==> src/rtl/pwr_pkg.sv <==
// Shared types and default timing constants for the supply power-good return path.
// Also used by conf_power_supply so both sides agree on debounce and ramp limits.
package pwr_pkg;

    typedef enum logic [1:0] {
        PWR_OFF   = 2'd0,
        PWR_RAMP  = 2'd1,
        PWR_ON    = 2'd2,
        PWR_FAULT = 2'd3
    } pwr_state_t;

    localparam int PWR_DEBOUNCE_CYC_DEF = 16;
    localparam int PWR_TIMEOUT_CYC_DEF  = 100000;

endpackage

==> src/rtl/pwr_pg_debounce.sv <==
// Two-flop synchroniser plus stability filter for one asynchronous power-good line.
// The filtered value only follows the synchronised input after DEBOUNCE_CYC steady cycles.
module pwr_pg_debounce #(
    parameter int DEBOUNCE_CYC = 16
) (
    input  logic clk,
    input  logic rst,
    input  logic pg_i,
    output logic filt_o
);

    localparam int CNT_W = (DEBOUNCE_CYC > 1) ? $clog2(DEBOUNCE_CYC) : 1;
    localparam logic [CNT_W-1:0] CNT_MAX = CNT_W'(DEBOUNCE_CYC - 1);

    logic             s1_q, s1_d;
    logic             s2_q, s2_d;
    logic             filt_q, filt_d;
    logic [CNT_W-1:0] cnt_q, cnt_d;

    // The counter measures how long s2 has disagreed with the filtered value.
    always_comb begin
        s1_d   = pg_i;
        s2_d   = s1_q;
        filt_d = filt_q;
        cnt_d  = '0;
        if (s2_q != filt_q) begin
            if (cnt_q == CNT_MAX) begin
                filt_d = s2_q;
            end else begin
                cnt_d = cnt_q + CNT_W'(1);
            end
        end
    end

    always_ff @(posedge clk or posedge rst) begin
        if (rst) begin
            s1_q   <= 1'b0;
            s2_q   <= 1'b0;
            filt_q <= 1'b0;
            cnt_q  <= '0;
        end else begin
            s1_q   <= s1_d;
            s2_q   <= s2_d;
            filt_q <= filt_d;
            cnt_q  <= cnt_d;
        end
    end

    assign filt_o = filt_q;

endmodule

==> src/rtl/pwr_good_monitor.sv <==
// Power-good monitor: conditions each rail's PG feedback and sequences OFF/RAMP/ON/FAULT
// against the enable we drive, latching which rails were bad when a fault is declared.
module pwr_good_monitor
    import pwr_pkg::*;
#(
    parameter int N_RAILS      = 2,
    parameter int DEBOUNCE_CYC = PWR_DEBOUNCE_CYC_DEF,
    parameter int TIMEOUT_CYC  = PWR_TIMEOUT_CYC_DEF,
    parameter int TMR_W        = $clog2(TIMEOUT_CYC)
) (
    input  logic               clk,
    input  logic               rst,
    input  logic               pwr_en_i,
    input  logic [N_RAILS-1:0] pg_i,
    input  logic               clr_fault_i,
    output logic               pwr_ok_o,
    output logic               fault_o,
    output logic [N_RAILS-1:0] fault_rail_o,
    output logic [N_RAILS-1:0] pg_filt_o,
    output logic [1:0]         state_o
);

    localparam logic [TMR_W-1:0] TMR_MAX = TMR_W'(TIMEOUT_CYC - 1);

    logic [N_RAILS-1:0] pg_filt;
    logic               all_good;

    pwr_state_t         state_q, state_d;
    logic [TMR_W-1:0]   timer_q, timer_d;
    logic [N_RAILS-1:0] fault_rail_q, fault_rail_d;

    for (genvar r = 0; r < N_RAILS; r++) begin : g_rail
        pwr_pg_debounce #(
            .DEBOUNCE_CYC(DEBOUNCE_CYC)
        ) u_debounce (
            .clk   (clk),
            .rst   (rst),
            .pg_i  (pg_i[r]),
            .filt_o(pg_filt[r])
        );
    end

    assign all_good = &pg_filt;

    // Disable always wins so an expected PG collapse on shutdown is never a fault;
    // in RAMP a rail arriving on the timeout cycle still counts as a good power-up.
    always_comb begin
        state_d      = state_q;
        timer_d      = timer_q;
        fault_rail_d = fault_rail_q;
        case (state_q)
            PWR_OFF: begin
                if (pwr_en_i) begin
                    state_d = PWR_RAMP;
                    timer_d = '0;
                end
            end
            PWR_RAMP: begin
                if (!pwr_en_i) begin
                    state_d = PWR_OFF;
                end else if (all_good) begin
                    state_d = PWR_ON;
                end else if (timer_q == TMR_MAX) begin
                    state_d      = PWR_FAULT;
                    fault_rail_d = ~pg_filt;
                end else begin
                    timer_d = timer_q + TMR_W'(1);
                end
            end
            PWR_ON: begin
                if (!pwr_en_i) begin
                    state_d = PWR_OFF;
                end else if (!all_good) begin
                    state_d      = PWR_FAULT;
                    fault_rail_d = ~pg_filt;
                end
            end
            PWR_FAULT: begin
                if (clr_fault_i && !pwr_en_i) begin
                    state_d      = PWR_OFF;
                    fault_rail_d = '0;
                end
            end
            default: state_d = PWR_OFF;
        endcase
    end

    always_ff @(posedge clk or posedge rst) begin
        if (rst) begin
            state_q      <= PWR_OFF;
            timer_q      <= '0;
            fault_rail_q <= '0;
        end else begin
            state_q      <= state_d;
            timer_q      <= timer_d;
            fault_rail_q <= fault_rail_d;
        end
    end

    assign pwr_ok_o     = (state_q == PWR_ON);
    assign fault_o      = (state_q == PWR_FAULT);
    assign fault_rail_o = fault_rail_q;
    assign pg_filt_o    = pg_filt;
    assign state_o      = state_q;

endmodule

==> config.mk <==
export PLATFORM = sky130hd
export DESIGN_NAME = pwr_good_monitor
export DESIGN_NICKNAME = d
export VERILOG_FILES = /design/src/rtl/pwr_pkg.sv /design/src/rtl/pwr_pg_debounce.sv /design/src/rtl/pwr_good_monitor.sv
export SDC_FILE = /design/constraint.sdc
export NUM_CORES = 1
export LEC_CHECK = 0
export ABC_CLOCK_PERIOD_IN_PS = 2600
export CORE_MARGIN = 2
export CORE_UTILIZATION = 50
export CTS_CLUSTER_DIAMETER = 100
export CTS_CLUSTER_SIZE = 12
export DETAILED_ROUTE_END_ITERATION = 8
export PLACE_DENSITY = 0.67
export SLEW_MARGIN = 40
export SYNTH_ARGS = -nofsm -noshare
export SYNTH_HDL_FRONTEND = slang
export SYNTH_SLANG_ARGS = --single-unit
==> constraint.sdc <==
create_clock -name clk -period 2.6 [get_ports clk]
set_input_delay 0.39 -clock clk [delete_from_list [all_inputs] [get_ports clk]]
set_output_delay 0.39 -clock clk [all_outputs]
set_load 0.01 [all_outputs]
==> run summary <==
gp weighted congestion -> 0.8222
Die ar. -> 3990 µm²
fmax -> 0.5109 GHz
period utilization -> 75.28%
DR pass1 iterations -> 4
clock latency on the worst-skew pair -> 0.35 ns
n_diodes -> 0
ys flop type -> dfrtp_1
largest cells by area after synthesis -> dfrtp_1 (50%), nand3_1 (5.1%), nand2_1 (4.5%), o21ai_0 (4.3%), a21oi_1 (3.1%)
top layer in use -> met4
total setup buffers inserted after CTS -> 0
area grow syn2layout -> 14.94%
# resized after CTS -> 0
RSZ-0062 raised after global routing -> no
count leader, synth -> dfrtp_1
Routed Antenna Nets -> 0
total of max-cap violations -> 0
CTS Buffer Depth -> 2
# placed instances -> 234
clk sink count -> 35
synthesis-stage register bit count -> 35
Site Rows -> 21
vias in the first global route -> 1304
vias post-DR -> 1329
Worst Hold Class -> reg -> reg
CP max stage cell -> clkdlybuf4s50_1
CTS root buf -> clkbuf_4
Max VDD drop -> 0.3829 mV
HPWL Detailed -> 2.290 mm
initial antenna violation count -> 0
P_leak -> 0.8761 nW
clock-pin slew of the registers on the worst-case setup and hold paths -> 0.11 ns
I/O Buffers -> 13
power share of the clock group -> 32.4%
gr ovfl total -> 0
CORE AREA -> 3337 µm²
share of cells above drive strength 1 -> 11.73%
clock skew -> 0.009530 ns
largest net degree at the start of global routing -> 36
Sw Pwr -> 0.3245 mW
CTS tree -> yes
Fin Setup TNS -> 0 ns
sequential-to-total area share from yosys stat -> 50.04%
final hold violations -> 0
CP Cell Sequence -> nor2b_1 -> clkdlybuf4s50_1
Max-slew headroom -> 71.31%
CTS Buf Count -> 5
number of synthesized flops with an enable pin -> 0
Routed Wire Length -> 3.245 mm
Synth Area per Inst -> 9.889 µm²
Synth area leader -> dfrtp_1
register share of total power -> 51.8%
P_int -> 0.8866 mW
max-slew violations -> 0
Ports -> 14
Net Sw Frac -> 26.79%
met1 WL -> 1.558 mm
synth warn -> 0
CP Data Arrival Time -> 1.57 ns
Setup Viol. Count Final -> 0
DR WL/cell -> 13.41 µm
Mapped Area -> 1750 µm²
DRC viols -> 0
1st-iter DRT viols -> 85
met2 wire len -> 1.446 mm
Final Non-Filler Cells -> 242
first-pass GRT wire length -> 5.595 mm
most frequent cells after synthesis -> dfrtp_1 (35), nand2_1 (21), nand3_1 (18), o21ai_0 (15), a21oi_1 (11)
Chip Height -> 63.17 µm
CP endpoint kind -> output port
Logic pwr share -> 15.8%
initial core utilization -> 52.46%
CP Class -> reg -> out
transition time of the tightest slew-check pin -> 0.4303 ns
Final nets -> 204
H-Tree Depth -> 2
cell count after synthesis -> 177
post-synthesis async set-or-reset flop share -> 100.0%
share of the synthesized area in the top cell type -> 50.04%
DR vias/cell -> 5.492
status -> completed
WP data required -> 2.21 ns
Max FO, Critical Path -> 7
PD cells -> 601.9 nW/µm²
routed wl met3 -> 167 µm
# hold bufs at CTS -> 0
Hold Slack -> 0.3698 ns
CP peak stage delay -> 0.56 ns
startpoint types -> flip-flop
Post-Syn Nets -> 186
Total GRT Usage -> 18.12%
Final min period -> 1.957 ns
Distinct cells, synth -> 45
Die Wd -> 63.17 µm
-- kinds of logic after synthesis --
family / count (synthesis) / share of synthesized area [%]
flops: 35 / 50.04
buf+inv: 15 / 4.074
xor+xnor: 6 / 3.002
compound gates: 40 / 13.72
mux: 2 / 1.287
simple gates: 76 / 25.73
fa+ha+maj: 3 / 2.145
-- per-stage QoR --
step	util (%)	instance area (µm²)	worst slack [ns]	power (mW)
5_1_grt	60.29	2012	0.5616	1.277
4_1_cts	60.29	2012	0.6377	1.225
2_1_floorplan	-	1750	0.9252	0.7452
3_5_place_dp	57.86	1931	0.4612	0.8330
3_3_place_gp	57.86	1931	0.5048	0.8244
6_report	60.29	2012	0.6428	1.211
-- final timing paths --
| kind | from | slack, ns | depth (start not counted) | to |
|---|---|---|---|---|
| worst max-delay path | state_o[0] | 0.64 | 2 | pwr_ok_o |
| worst min-delay path | g_rail[0].u_debounce.s1_q | 0.37 | 0 | g_rail[0].u_debounce.s2_q |
| worst max register to register | timer_q[0] | 0.70 | 6 | timer_q[15] |
| worst min register to register | g_rail[0].u_debounce.s1_q | 0.37 | 0 | g_rail[0].u_debounce.s2_q |
| max in group asynchronous | rst | 1.86 | 3 | timer_q[10] |
| min in group asynchronous | rst | 0.42 | 3 | g_rail[0].u_debounce.cnt_q[1] |
-- registers in the layout (all words and copies together) (netlist names) --
signal                    count
g_rail.u_debounce.cnt_q       8
g_rail.u_debounce.s1_q        2
timer_q                      17
g_rail.u_debounce.filt_o      2
fault_rail_o                  2
g_rail.u_debounce.s2_q        2
state_o                       2
-- cell type report --
cell class	count	area [µm²]
fill	281	1325
sequential	35	875.8
multi-input combinational	127	803.3
timing repair buffer	17	160.2
tap	46	57.56
clock inverter	3	43.79
clock buffer	5	37.54
inverter	9	33.78
-- per-layer routing --
| layer | up-vias | GRT usage (%) |
|---|---|---|
| met5 | - | 0 |
| met4 | 0 | 10.33 |
| met3 | 9 | 4.821 |
| met2 | 36 | 26.99 |
| met1 | 614 | 23.97 |
| li1 | 670 | - |
-- worst max-delay path: cells and delay by family (launching register included) --
family / cells / cell delay [ns]
and+or+nand+nor: 1 / 0.19
DFF: 1 / 0.46
buffers and inverters: 1 / 0.56
-- power by group through the flow --
| stage | combinational (mW) | clock [mW] | sequential [mW] |
|---|---|---|---|
| 2_1_floorplan | 0.107 | 0 | 0.638 |
| 3_3_place_gp | 0.189 | 0 | 0.635 |
| 3_5_place_dp | 0.195 | 0 | 0.638 |
| 4_1_cts | 0.196 | 0.402 | 0.627 |
| 6_report | 0.192 | 0.392 | 0.627 |
| 5_1_grt | 0.215 | 0.427 | 0.635 |
-- placed cells by master, fill, tap and decap left out, types with 2 or more instances in the layout --
cell | synthesis | routed
dfrtp_1 | 35 | 35
nand2_1 | 21 | 21
nand3_1 | 18 | 18
o21ai_0 | 15 | 15
clkdlybuf4s50_1 | 0 | 13
a21oi_1 | 11 | 11
inv_1 | 9 | 9
nor2_1 | 5 | 5
clkbuf_4 | 0 | 5
xnor2_1 | 4 | 4
buf_4 | 3 | 4
nand4_1 | 3 | 3
nor3b_1 | 3 | 3
nor2b_1 | 3 | 3
ha_1 | 3 | 3
and2b_1 | 2 | 2
nor3_1 | 2 | 2
or3_1 | 2 | 2
o311ai_1 | 2 | 2
xor2_1 | 2 | 2
and3_1 | 2 | 2
nand4b_1 | 2 | 2
o211ai_1 | 2 | 2
o311ai_0 | 2 | 2
mux2_2 | 2 | 2
No activity file was read; power rests on OpenSTA's default activity.
